$ cat src/rtl/fpu_sched_pkg.sv
// Shared types and constants for the round-robin FPU scheduler.
package fpu_sched_pkg;

  localparam int unsigned WORD_W  = 32;
  localparam int unsigned FLG_W   = 4;
  localparam int unsigned FLG_UNF = 0;
  localparam int unsigned FLG_OVF = 1;
  localparam int unsigned FLG_ERR = 2;
  localparam int unsigned FLG_TMO = 3;

  localparam logic [WORD_W-1:0] QNAN = 32'h7FC0_0000;

  typedef enum logic [1:0] {IDLE, ISSUE, WAIT, RESP} state_e;

  typedef enum logic [1:0] {ADD = 2'b00, SUB = 2'b01, MUL = 2'b10, DIV = 2'b11} fpu_mode_e;

  typedef struct packed {
    logic [WORD_W-1:0] a;
    logic [WORD_W-1:0] b;
    fpu_mode_e         mode;
    logic              round;
  } fpu_op_t;

  typedef struct packed {
    logic [WORD_W-1:0] y;
    logic [FLG_W-1:0]  flags;
  } fpu_rsp_t;

endpackage

$ cat src/rtl/fpu_rr_scheduler_if.sv
// Request, response and FPU-side signals of the scheduler; master = scheduler, slave = environment.
interface fpu_rr_scheduler_if #(
  parameter int unsigned N_REQ = 4
);
  import fpu_sched_pkg::*;

  localparam int unsigned ID_W = (N_REQ > 1) ? $clog2(N_REQ) : 1;

  logic [N_REQ-1:0]        req_valid;
  logic [WORD_W*N_REQ-1:0] req_a;
  logic [WORD_W*N_REQ-1:0] req_b;
  logic [2*N_REQ-1:0]      req_mode;
  logic [N_REQ-1:0]        req_round;
  logic [N_REQ-1:0]        req_ready;

  logic                    rsp_valid;
  logic [ID_W-1:0]         rsp_id;
  logic [WORD_W-1:0]       rsp_y;
  logic [FLG_W-1:0]        rsp_flags;
  logic                    rsp_ready;

  logic                    fpu_start;
  logic [WORD_W-1:0]       fpu_a;
  logic [WORD_W-1:0]       fpu_b;
  logic [1:0]              fpu_mode;
  logic                    fpu_round;
  logic                    fpu_done;
  logic [WORD_W-1:0]       fpu_y;
  logic                    fpu_error;
  logic                    fpu_overflow;
  logic                    fpu_underflow;

  modport master (
    input  req_valid, req_a, req_b, req_mode, req_round, rsp_ready,
           fpu_done, fpu_y, fpu_error, fpu_overflow, fpu_underflow,
    output req_ready, rsp_valid, rsp_id, rsp_y, rsp_flags,
           fpu_start, fpu_a, fpu_b, fpu_mode, fpu_round
  );

  modport slave (
    output req_valid, req_a, req_b, req_mode, req_round, rsp_ready,
           fpu_done, fpu_y, fpu_error, fpu_overflow, fpu_underflow,
    input  req_ready, rsp_valid, rsp_id, rsp_y, rsp_flags,
           fpu_start, fpu_a, fpu_b, fpu_mode, fpu_round
  );

endinterface

$ cat src/rtl/fpu_rr_scheduler_rr_grant.sv
// Round-robin priority encoder: first set request at or after ptr, wrapping to 0.
module rr_grant #(
  parameter int unsigned N_REQ = 4,
  parameter int unsigned ID_W  = 2
) (
  input  logic [N_REQ-1:0] req,
  input  logic [ID_W-1:0]  ptr,
  output logic [N_REQ-1:0] onehot,
  output logic [ID_W-1:0]  idx
);

  logic            found;
  logic [ID_W-1:0] pos;

  always_comb begin
    onehot = '0;
    idx    = '0;
    found  = 1'b0;
    pos    = '0;
    for (int i = 0; i < int'(N_REQ); i++) begin
      pos = ID_W'((int'(ptr) + i) % int'(N_REQ));
      if (!found && req[pos]) begin
        found       = 1'b1;
        onehot[pos] = 1'b1;
        idx         = pos;
      end
    end
  end

endmodule

$ cat src/rtl/fpu_rr_scheduler.sv
// Shares one FPU between N_REQ requesters with round-robin grants, one operation in flight.
// Optional watchdog on the FPU wait is enabled by defining FPU_SCHED_WDT_EN.
module fpu_rr_scheduler #(
  parameter int unsigned N_REQ = 4
`ifdef FPU_SCHED_WDT_EN
  , parameter int unsigned WDT_CYCLES = 16
`endif
) (
  input logic                clk,
  input logic                rst,
  fpu_rr_scheduler_if.master bus
);
  import fpu_sched_pkg::*;

  localparam int unsigned ID_W = (N_REQ > 1) ? $clog2(N_REQ) : 1;

  state_e           state_q, state_d;
  logic [ID_W-1:0]  rr_ptr_q, rr_ptr_d;
  logic [ID_W-1:0]  id_q, id_d;
  fpu_op_t          op_q, op_d;
  fpu_rsp_t         rsp_q, rsp_d;
  logic             start_q, start_d;
  logic             rsp_valid_q, rsp_valid_d;
  logic [N_REQ-1:0] grant_oh;
  logic [ID_W-1:0]  grant_idx;
  fpu_op_t          req_op;

`ifdef FPU_SCHED_WDT_EN
  localparam int unsigned WDT_W = $clog2(WDT_CYCLES + 1);
  logic [WDT_W-1:0] wdt_q, wdt_d;
`endif

  rr_grant #(.N_REQ(N_REQ), .ID_W(ID_W)) u_grant (
    .req    (bus.req_valid),
    .ptr    (rr_ptr_q),
    .onehot (grant_oh),
    .idx    (grant_idx)
  );

  // One-hot AND-OR select of the granted requester's operation.
  always_comb begin
    req_op = '0;
    for (int i = 0; i < int'(N_REQ); i++) begin
      if (grant_oh[i]) begin
        req_op.a     = bus.req_a[WORD_W*i +: WORD_W];
        req_op.b     = bus.req_b[WORD_W*i +: WORD_W];
        req_op.mode  = fpu_mode_e'(bus.req_mode[2*i +: 2]);
        req_op.round = bus.req_round[i];
      end
    end
  end

  always_comb begin
    state_d     = state_q;
    rr_ptr_d    = rr_ptr_q;
    id_d        = id_q;
    op_d        = op_q;
    rsp_d       = rsp_q;
    rsp_valid_d = rsp_valid_q;
    start_d     = 1'b0;
`ifdef FPU_SCHED_WDT_EN
    wdt_d       = wdt_q;
`endif
    unique case (state_q)
      IDLE: begin
        if (|grant_oh) begin
          op_d     = req_op;
          id_d     = grant_idx;
          rr_ptr_d = ID_W'((int'(grant_idx) + 1) % int'(N_REQ));
          start_d  = 1'b1;
          state_d  = ISSUE;
        end
      end
      // fpu_done may still be high from the previous operation, so it is not looked at here.
      ISSUE: begin
`ifdef FPU_SCHED_WDT_EN
        wdt_d   = '0;
`endif
        state_d = WAIT;
      end
      WAIT: begin
        if (bus.fpu_done) begin
          rsp_d.y              = bus.fpu_y;
          rsp_d.flags          = '0;
          rsp_d.flags[FLG_ERR] = bus.fpu_error;
          rsp_d.flags[FLG_OVF] = bus.fpu_overflow;
          rsp_d.flags[FLG_UNF] = bus.fpu_underflow;
          rsp_valid_d          = 1'b1;
          state_d              = RESP;
        end
`ifdef FPU_SCHED_WDT_EN
        else if (wdt_q == WDT_W'(WDT_CYCLES - 1)) begin
          rsp_d.y              = QNAN;
          rsp_d.flags          = '0;
          rsp_d.flags[FLG_TMO] = 1'b1;
          rsp_d.flags[FLG_ERR] = 1'b1;
          rsp_valid_d          = 1'b1;
          state_d              = RESP;
        end else begin
          wdt_d = wdt_q + WDT_W'(1);
        end
`endif
      end
      RESP: begin
        if (bus.rsp_ready) begin
          rsp_valid_d = 1'b0;
          state_d     = IDLE;
        end
      end
      default: state_d = IDLE;
    endcase
  end

  always_ff @(posedge clk) begin
    if (rst) begin
      state_q     <= IDLE;
      rr_ptr_q    <= '0;
      id_q        <= '0;
      op_q        <= '0;
      rsp_q       <= '0;
      start_q     <= 1'b0;
      rsp_valid_q <= 1'b0;
`ifdef FPU_SCHED_WDT_EN
      wdt_q       <= '0;
`endif
    end else begin
      state_q     <= state_d;
      rr_ptr_q    <= rr_ptr_d;
      id_q        <= id_d;
      op_q        <= op_d;
      rsp_q       <= rsp_d;
      start_q     <= start_d;
      rsp_valid_q <= rsp_valid_d;
`ifdef FPU_SCHED_WDT_EN
      wdt_q       <= wdt_d;
`endif
    end
  end

  assign bus.req_ready = (state_q == IDLE) ? grant_oh : '0;
  assign bus.rsp_valid = rsp_valid_q;
  assign bus.rsp_id    = id_q;
  assign bus.rsp_y     = rsp_q.y;
  assign bus.rsp_flags = rsp_q.flags;
  assign bus.fpu_start = start_q;
  assign bus.fpu_a     = op_q.a;
  assign bus.fpu_b     = op_q.b;
  assign bus.fpu_mode  = op_q.mode;
  assign bus.fpu_round = op_q.round;

endmodule

$ cat src/flat_wrapper.sv
// flat-port wrapper written by rule: the top's interface ports become plain ports
module fpu_rr_scheduler_flat import fpu_sched_pkg::*;
#(
  parameter int unsigned N_REQ = 4

)
  (clk, rst, bus_req_valid, bus_req_a, bus_req_b, bus_req_mode, bus_req_round, bus_rsp_ready, bus_fpu_done, bus_fpu_y, bus_fpu_error, bus_fpu_overflow, bus_fpu_underflow, bus_req_ready, bus_rsp_valid, bus_rsp_id, bus_rsp_y, bus_rsp_flags, bus_fpu_start, bus_fpu_a, bus_fpu_b, bus_fpu_mode, bus_fpu_round);
  fpu_rr_scheduler_if #(.N_REQ(N_REQ)) bus_i ();
  input logic clk;
  input logic rst;
  input wire logic [$bits(bus_i.req_valid)-1:0] bus_req_valid;
  input wire logic [$bits(bus_i.req_a)-1:0] bus_req_a;
  input wire logic [$bits(bus_i.req_b)-1:0] bus_req_b;
  input wire logic [$bits(bus_i.req_mode)-1:0] bus_req_mode;
  input wire logic [$bits(bus_i.req_round)-1:0] bus_req_round;
  input wire logic [$bits(bus_i.rsp_ready)-1:0] bus_rsp_ready;
  input wire logic [$bits(bus_i.fpu_done)-1:0] bus_fpu_done;
  input wire logic [$bits(bus_i.fpu_y)-1:0] bus_fpu_y;
  input wire logic [$bits(bus_i.fpu_error)-1:0] bus_fpu_error;
  input wire logic [$bits(bus_i.fpu_overflow)-1:0] bus_fpu_overflow;
  input wire logic [$bits(bus_i.fpu_underflow)-1:0] bus_fpu_underflow;
  output wire logic [$bits(bus_i.req_ready)-1:0] bus_req_ready;
  output wire logic [$bits(bus_i.rsp_valid)-1:0] bus_rsp_valid;
  output wire logic [$bits(bus_i.rsp_id)-1:0] bus_rsp_id;
  output wire logic [$bits(bus_i.rsp_y)-1:0] bus_rsp_y;
  output wire logic [$bits(bus_i.rsp_flags)-1:0] bus_rsp_flags;
  output wire logic [$bits(bus_i.fpu_start)-1:0] bus_fpu_start;
  output wire logic [$bits(bus_i.fpu_a)-1:0] bus_fpu_a;
  output wire logic [$bits(bus_i.fpu_b)-1:0] bus_fpu_b;
  output wire logic [$bits(bus_i.fpu_mode)-1:0] bus_fpu_mode;
  output wire logic [$bits(bus_i.fpu_round)-1:0] bus_fpu_round;
  assign bus_i.req_valid = bus_req_valid;
  assign bus_i.req_a = bus_req_a;
  assign bus_i.req_b = bus_req_b;
  assign bus_i.req_mode = bus_req_mode;
  assign bus_i.req_round = bus_req_round;
  assign bus_i.rsp_ready = bus_rsp_ready;
  assign bus_i.fpu_done = bus_fpu_done;
  assign bus_i.fpu_y = bus_fpu_y;
  assign bus_i.fpu_error = bus_fpu_error;
  assign bus_i.fpu_overflow = bus_fpu_overflow;
  assign bus_i.fpu_underflow = bus_fpu_underflow;
  assign bus_req_ready = bus_i.req_ready;
  assign bus_rsp_valid = bus_i.rsp_valid;
  assign bus_rsp_id = bus_i.rsp_id;
  assign bus_rsp_y = bus_i.rsp_y;
  assign bus_rsp_flags = bus_i.rsp_flags;
  assign bus_fpu_start = bus_i.fpu_start;
  assign bus_fpu_a = bus_i.fpu_a;
  assign bus_fpu_b = bus_i.fpu_b;
  assign bus_fpu_mode = bus_i.fpu_mode;
  assign bus_fpu_round = bus_i.fpu_round;
  fpu_rr_scheduler #(.N_REQ(N_REQ)) u_core (.clk(clk), .rst(rst), .bus(bus_i));
endmodule
$ cat config.mk
export PLATFORM = sky130hd
export DESIGN_NAME = fpu_rr_scheduler_flat
export DESIGN_NICKNAME = d
export VERILOG_FILES = /design/src/rtl/fpu_sched_pkg.sv /design/src/rtl/fpu_rr_scheduler_if.sv /design/src/rtl/fpu_rr_scheduler_rr_grant.sv /design/src/rtl/fpu_rr_scheduler.sv /design/src/flat_wrapper.sv
export SDC_FILE = /design/constraint.sdc
export NUM_CORES = 1
export LEC_CHECK = 0
export ABC_AREA = 0
export CAP_MARGIN = 10
export CORE_AREA = 2 2 166 168
export CTS_CLUSTER_DIAMETER = 60
export DETAILED_ROUTE_END_ITERATION = 6
export DIE_AREA = 0 0 168 170
export SYNTH_ARGS = -nofsm -noshare
export SYNTH_HDL_FRONTEND = slang
export SYNTH_SLANG_ARGS = --single-unit
$ cat constraint.sdc
create_clock -name clk -period 3.3 [get_ports clk]
set_input_delay 0.495 -clock clk [delete_from_list [all_inputs] [get_ports clk]]
set_output_delay 0.495 -clock clk [all_outputs]
set_load 0.01 [all_outputs]
== After elaboration in Yosys (flattened, before gate mapping) ==
Cells that the tools add are included.
Operators by class
  add/sub/neg operators: 4
  order comparisons: 8
  equality and inequality tests: 6
  mux-type cells: 40
  bitwise logic cells: 4
  reductions and logical operators: 18
Operators by type and width (number)
  67-bit 2-to-1 mux: 4
  4-bit 2-to-1 mux: 5
  1-bit 2-to-1 mux: 14
  2-bit 2-to-1 mux: 7
  2-bit by 3-bit less-than comparator with 1-bit output, second input constant: 4
  4-bit bitwise OR: 3
  1-bit binary-select mux with 2-bit select: 4
  1-bit demux with 2-bit select: 4
  2-bit by 1-bit >= comparator with 1-bit output, second input constant: 4
  2-bit case mux with 4 select lines: 1
  1-bit logical AND: 7
  3-bit AND reduction: 2
  2-bit by 1-bit adder with 2-bit output, second input constant: 2
  2-bit adder, second input constant: 2
  2-bit == test, second input constant: 2
  2-bit != test, second input constant: 2
  2-bit AND reduction: 2
  4-bit OR reduction: 1
  1-bit logical NOT: 3
  2-bit by 1-bit == test with 1-bit output, second input constant: 1
  2-bit logical NOT: 1
  2-bit by 1-bit != test with 1-bit output, second input constant: 1
  1-bit case mux with 2 select lines: 1
  2-bit nonzero test: 1
  2 further kinds: 2
Word-level totals
  register bits: 110
  output and inout port bits: 111

== Depth between registers and ports, before layout ==
  depth after elaboration: 16
  gate-level depth with buffers: 15
  mapped depth without buffers: 9

== Modules after synthesis ==
Synthesis repeated with hierarchy kept, for this count alone.
Unflattened totals
  cells, all modules: 640
  area, all modules: 5848.1 µm²
Modules (own cells, without submodules)
  fpu_rr_scheduler: times used 1, cells an instance 592, area an instance 5408.9 µm², sequential area each 2202.1 µm²
  rr_grant: times used 1, cells an instance 48, area an instance 439.2 µm², sequential area each 0.0 µm²

== Worst setup path before layout ==
OpenSTA, ideal clock, no wires.
  kind: flip-flop to output port
  from: reg u_core.rr_ptr_q[0]
  to: out bus_req_ready[3]
  arrival time: 2.763 ns
  required time: 2.805 ns
  slack: 0.042 ns
  stages on the path, launching flop included: 14
  buffers on the path: 5
  path through: dfxtp_1 buf_6 inv_1 ha_1 clkbuf_1 or3b_2 a21boi_1 or2_2 nand2_1 and2_1 clkbuf_1 buf_2 buf_1 nor2_1
On the way
  word-level cells in the longest chain between the ends: 13
  elaborated cells between the ends (all ways): 48
  those cells by class: add/sub: 3; order compare: 8; mux: 24; bitwise: 3; reduce/logical: 10
Ends and longest elaborated chain
  start: declaration: RTL line fpu_rr_scheduler.sv:18  | logic [ID_W-1:0] rr_ptr_q, rr_ptr_d;
  start signal: assignment: RTL line fpu_rr_scheduler.sv:128  | rr_ptr_q <= rr_ptr_d;
  parallel branches: the longest is 11 deep, another holds 2-bit by 3-bit less-than comparator with 1-bit output
  4-bit 2-to-1 mux (*): RTL line fpu_rr_scheduler_rr_grant.sv:22  | if (!found && req[pos]) begin
  4-bit 2-to-1 mux (*): RTL line fpu_rr_scheduler.sv:140  | assign bus.req_ready = (state_q == IDLE) ? grant_oh : '0;
  end: declaration: RTL line flat_wrapper.sv:22  | output wire logic [$bits(bus_i.req_ready)-1:0] bus_req_ready;
Every way passes the cells marked *. The select of a mux whose other input is x is not followed.

== Worst setup path after layout ==
  from: reg u_core.rr_ptr_q[1]
  to: out bus_req_ready[0]
Same word-level chain as after synthesis.

==> flow_metrics.env <==
export IMPL_run_status="finished, final reports clean"
export IMPL_synth_edff_count=0
export IMPL_ys_flop_type="dfxtp_1"
export IMPL_skew_ps=11.64
export IMPL_reg2reg_from="u_core.rr_ptr_q[1]"
export IMPL_fill_cells=2602
export IMPL_async_flop_share_pct=0
export IMPL_grt_pass1_wl_mm=50.31
export IMPL_p_total_mw=12.16
export IMPL_worst_path_buf_inv=3
export IMPL_synth_top_area_share_pct=29.52
export IMPL_ys_top_cells_by_area="dfxtp_1, a221oi_2, a22o_1, a221oi_1, a21o_1"
export IMPL_crit_required_ps=2800
export IMPL_synth_cell_types=47
export IMPL_ys_ff_latch=110
export IMPL_antenna_found_initial=6
export IMPL_cp_top_family="simple AND/OR/NAND/NOR gates"
export IMPL_synth_area_sq_um=7461
export IMPL_drtPass1Iterations=5
export IMPL_cts_sinks=110
export IMPL_grt_overflow=0
export IMPL_grt_max_degree=68
export IMPL_leakage_nw=4.525
export IMPL_dp_hpwl_mm=24.85
export IMPL_viasPerCell=5.290
export IMPL_fmax_ghz=0.3237
export IMPL_cp_max_fo=4
export IMPL_max_vdd_ir_drop_mv=0.6369
export IMPL_core_area_sq_um=26650
export IMPL_path_class="reg -> out"
export IMPL_grt_pass1_vias=8366
export IMPL_finalWirelength_mm=33.94
export IMPL_grt_use_total_pct=22.61
export IMPL_nets=1554
export IMPL_syn_avg_cell_area_sq_um=8.736
export IMPL_cts_buffers=9
export IMPL_io_pins=422
export IMPL_drv_slew=0
export IMPL_ant_nets=0
export IMPL_slew_headroom_pct=59.69
export IMPL_path_cells="inv_1 -> ha_1 -> buf_4 -> mux4_2 -> or4_1 -> a21oi_2 -> nor2_1 -> nor2_1 -> dlygate4sd2_1"
export IMPL_r2r_end="u_core.bus.fpu_mode[0]"
export IMPL_gp_congestion=0.8338
export IMPL_die_y_um=170
export IMPL_critPathArrivalTime_ps=2590
export IMPL_hold_path_class="reg -> reg"
export IMPL_wire_per_inst_um=21.41
export IMPL_clk_pin_slew_ps=80
export IMPL_finalSetupTns_ps=0
export IMPL_endpoint="bus_req_ready[0]"
export IMPL_cts_root_buf="clkbuf_16"
export IMPL_power_density_nw_per_um2=968.6
export IMPL_drc=0
export IMPL_rr_worst_depth=12
export IMPL_fp_row_count=60
export IMPL_finalSetupViolCount=0
export IMPL_ctsLongestPathBuffers=2
export IMPL_start_util_pct=28.00
export IMPL_syn2layout_area_growth_pct=68.24
export IMPL_final_hold_viol_count=0
export IMPL_vias=8385
export IMPL_htreeDepth=3
export IMPL_port_buffers=420
export IMPL_fp_dieW_um=168
export IMPL_startpoint="u_core.rr_ptr_q[1]"
export IMPL_final_period_utilization_pct=93.61
export IMPL_worst_setup_path_end_kind="primary output"
export IMPL_netlist_instances=854
export IMPL_syn_nets=1175
export IMPL_rsz0062_at_grt="no"
export IMPL_min_period_ps=3089
export IMPL_synth_top_area_cell="dfxtp_1"
export IMPL_die_area_sq_um=28560
export IMPL_yosysMostFrequentCell="dfxtp_1"
export IMPL_tightestPinTransition_ps=604.6
export IMPL_yosys_warnings=0
export IMPL_reg2reg_slack_ps=270
export IMPL_drive_above_1_share_pct=13.49
export IMPL_seq_area_frac_synth_pct=29.52
export IMPL_drv_cap=0
export IMPL_drt_iter0_drc=430
export IMPL_synthTopCellsByCount="dfxtp_1, nand2_1, clkbuf_1"
export IMPL_cp_slowest_stage_delay_ps=430
export IMPL_cp_start_kind="flip-flop"
export IMPL_clkLatencyLatePin_ps=360
export IMPL_crit_top_cell="nor2_1"
export IMPL_cpMaxStageDelayCell="or4_1"
export IMPL_path_depth=9
export IMPL_tritoncts="yes"
==> power by group <==
| group | switching (mW) | internal, mW | leakage, nW |
|---|---|---|---|
| Combinational | 4.93 | 4.08 | 3.47 |
| Clock | 0.592 | 0.610 | 0.152 |
| Sequential | 0.206 | 1.74 | 0.906 |
==> layout by cell type (no fill, tap or decap), types with 6 or more instances in the layout <==
cell type,instances
clkdlybuf4s50_1,415
dfxtp_1,110
nand2_1,87
inv_1,77
o211ai_1,70
a21o_1,69
a22o_1,68
a221oi_1,67
a221oi_2,67
buf_4,45
a21oi_1,42
buf_12,15
ha_1,10
clkbuf_16,9
nand2b_1,7
nor2_1,7
diode_2,6
==> state kept, by name (all words and copies together), names as in the netlist, 2 cells and up <==
register / count
u_core.bus.fpu_b: 32
u_core.state_q: 2
u_core.bus.fpu_a: 32
u_core.bus.fpu_mode: 2
u_core.bus.rsp_id: 2
u_core.bus.rsp_y: 32
u_core.bus.rsp_flags: 3
u_core.rr_ptr_q: 2
==> routing by layer <==
metal | wire, um | up-vias | share of wire [%] | global-route usage (%)
met3 | 2469 | 51 | 7.3 | 6.140
li1 | - | 4029 | - | -
met2 | 16760 | 315 | 49 | 39.45
met4 | 943 | 2 | 2.8 | 7.448
met5 | 20 | - | 0.059 | 0
met1 | 13740 | 3988 | 40 | 26.89
==> tightest hold or removal path: stages, from the launching register on <==
cell     delay [ps]
dfxtp_1         310
nand2_1          50
a21oi_1          50
==> layout make-up <==
class,count,area [sq um],area share [%]
diodes,6,15.01,0.1196
clock buffers,9,225.2,1.794
clock inverters,7,88.84,0.7077
inverters,78,292.8,2.333
multi-input cells,555,4476,35.66
flip-flops and latches,110,2202,17.54
well taps,341,426.7,3.399
repair buffers,479,4826,38.45
==> logic make-up (layout without fill, tap and decap cells) <==
family | Yosys count | after routing | synth area share (%)
adders and majority gates | 10 | 10 | 1.677
DFF | 110 | 110 | 29.52
other | 1 | 7 | 0.05026
and+or+nand+nor | 127 | 127 | 7.530
AOI/OAI and AO/OA | 409 | 409 | 48.75
xor gates and xnor gates | 1 | 1 | 0.1174
muxes | 7 | 7 | 1.459
buffers and inverters | 189 | 573 | 10.90
==> worst min path at each step <==
stage	to	cells after the start	slack, ps	startpoint
2_1_floorplan	u_core.state_q[0]	2	450	u_core.state_q[0]
3_3_place_gp	u_core.bus.rsp_y[21]	2	440	u_core.bus.rsp_y[21]
3_5_place_dp	u_core.bus.rsp_y[19]	2	450	u_core.bus.rsp_y[19]
4_1_cts	u_core.bus.rsp_y[19]	2	460	u_core.bus.rsp_y[19]
5_1_grt	u_core.bus.fpu_b[1]	2	470	u_core.bus.fpu_b[1]
6_report	u_core.bus.rsp_y[21]	2	460	u_core.bus.rsp_y[21]
==> metrics by stage <==
stage	worst slack, ps	hold slack [ps]	std cells	instance area, sq um	utilization [%]
after floorplan	42.09	452.1	854	7461	-
after global placement	-133.8	440.3	1563	12220	45.85
after detailed placement	-159.1	445.7	1563	12220	45.85
after CTS	41.72	456.9	1579	12530	47.01
after global routing	38.73	472.8	1583	12550	47.08
final	210.8	456.4	1585	12550	47.10
==> timing repair <==
action	CTS	global route
hold buffers	0	0
resized for setup	3	5
setup endpoints to repair	3	14
buffers inserted	0	0
Note: power is estimated with default switching activity, not from simulation.
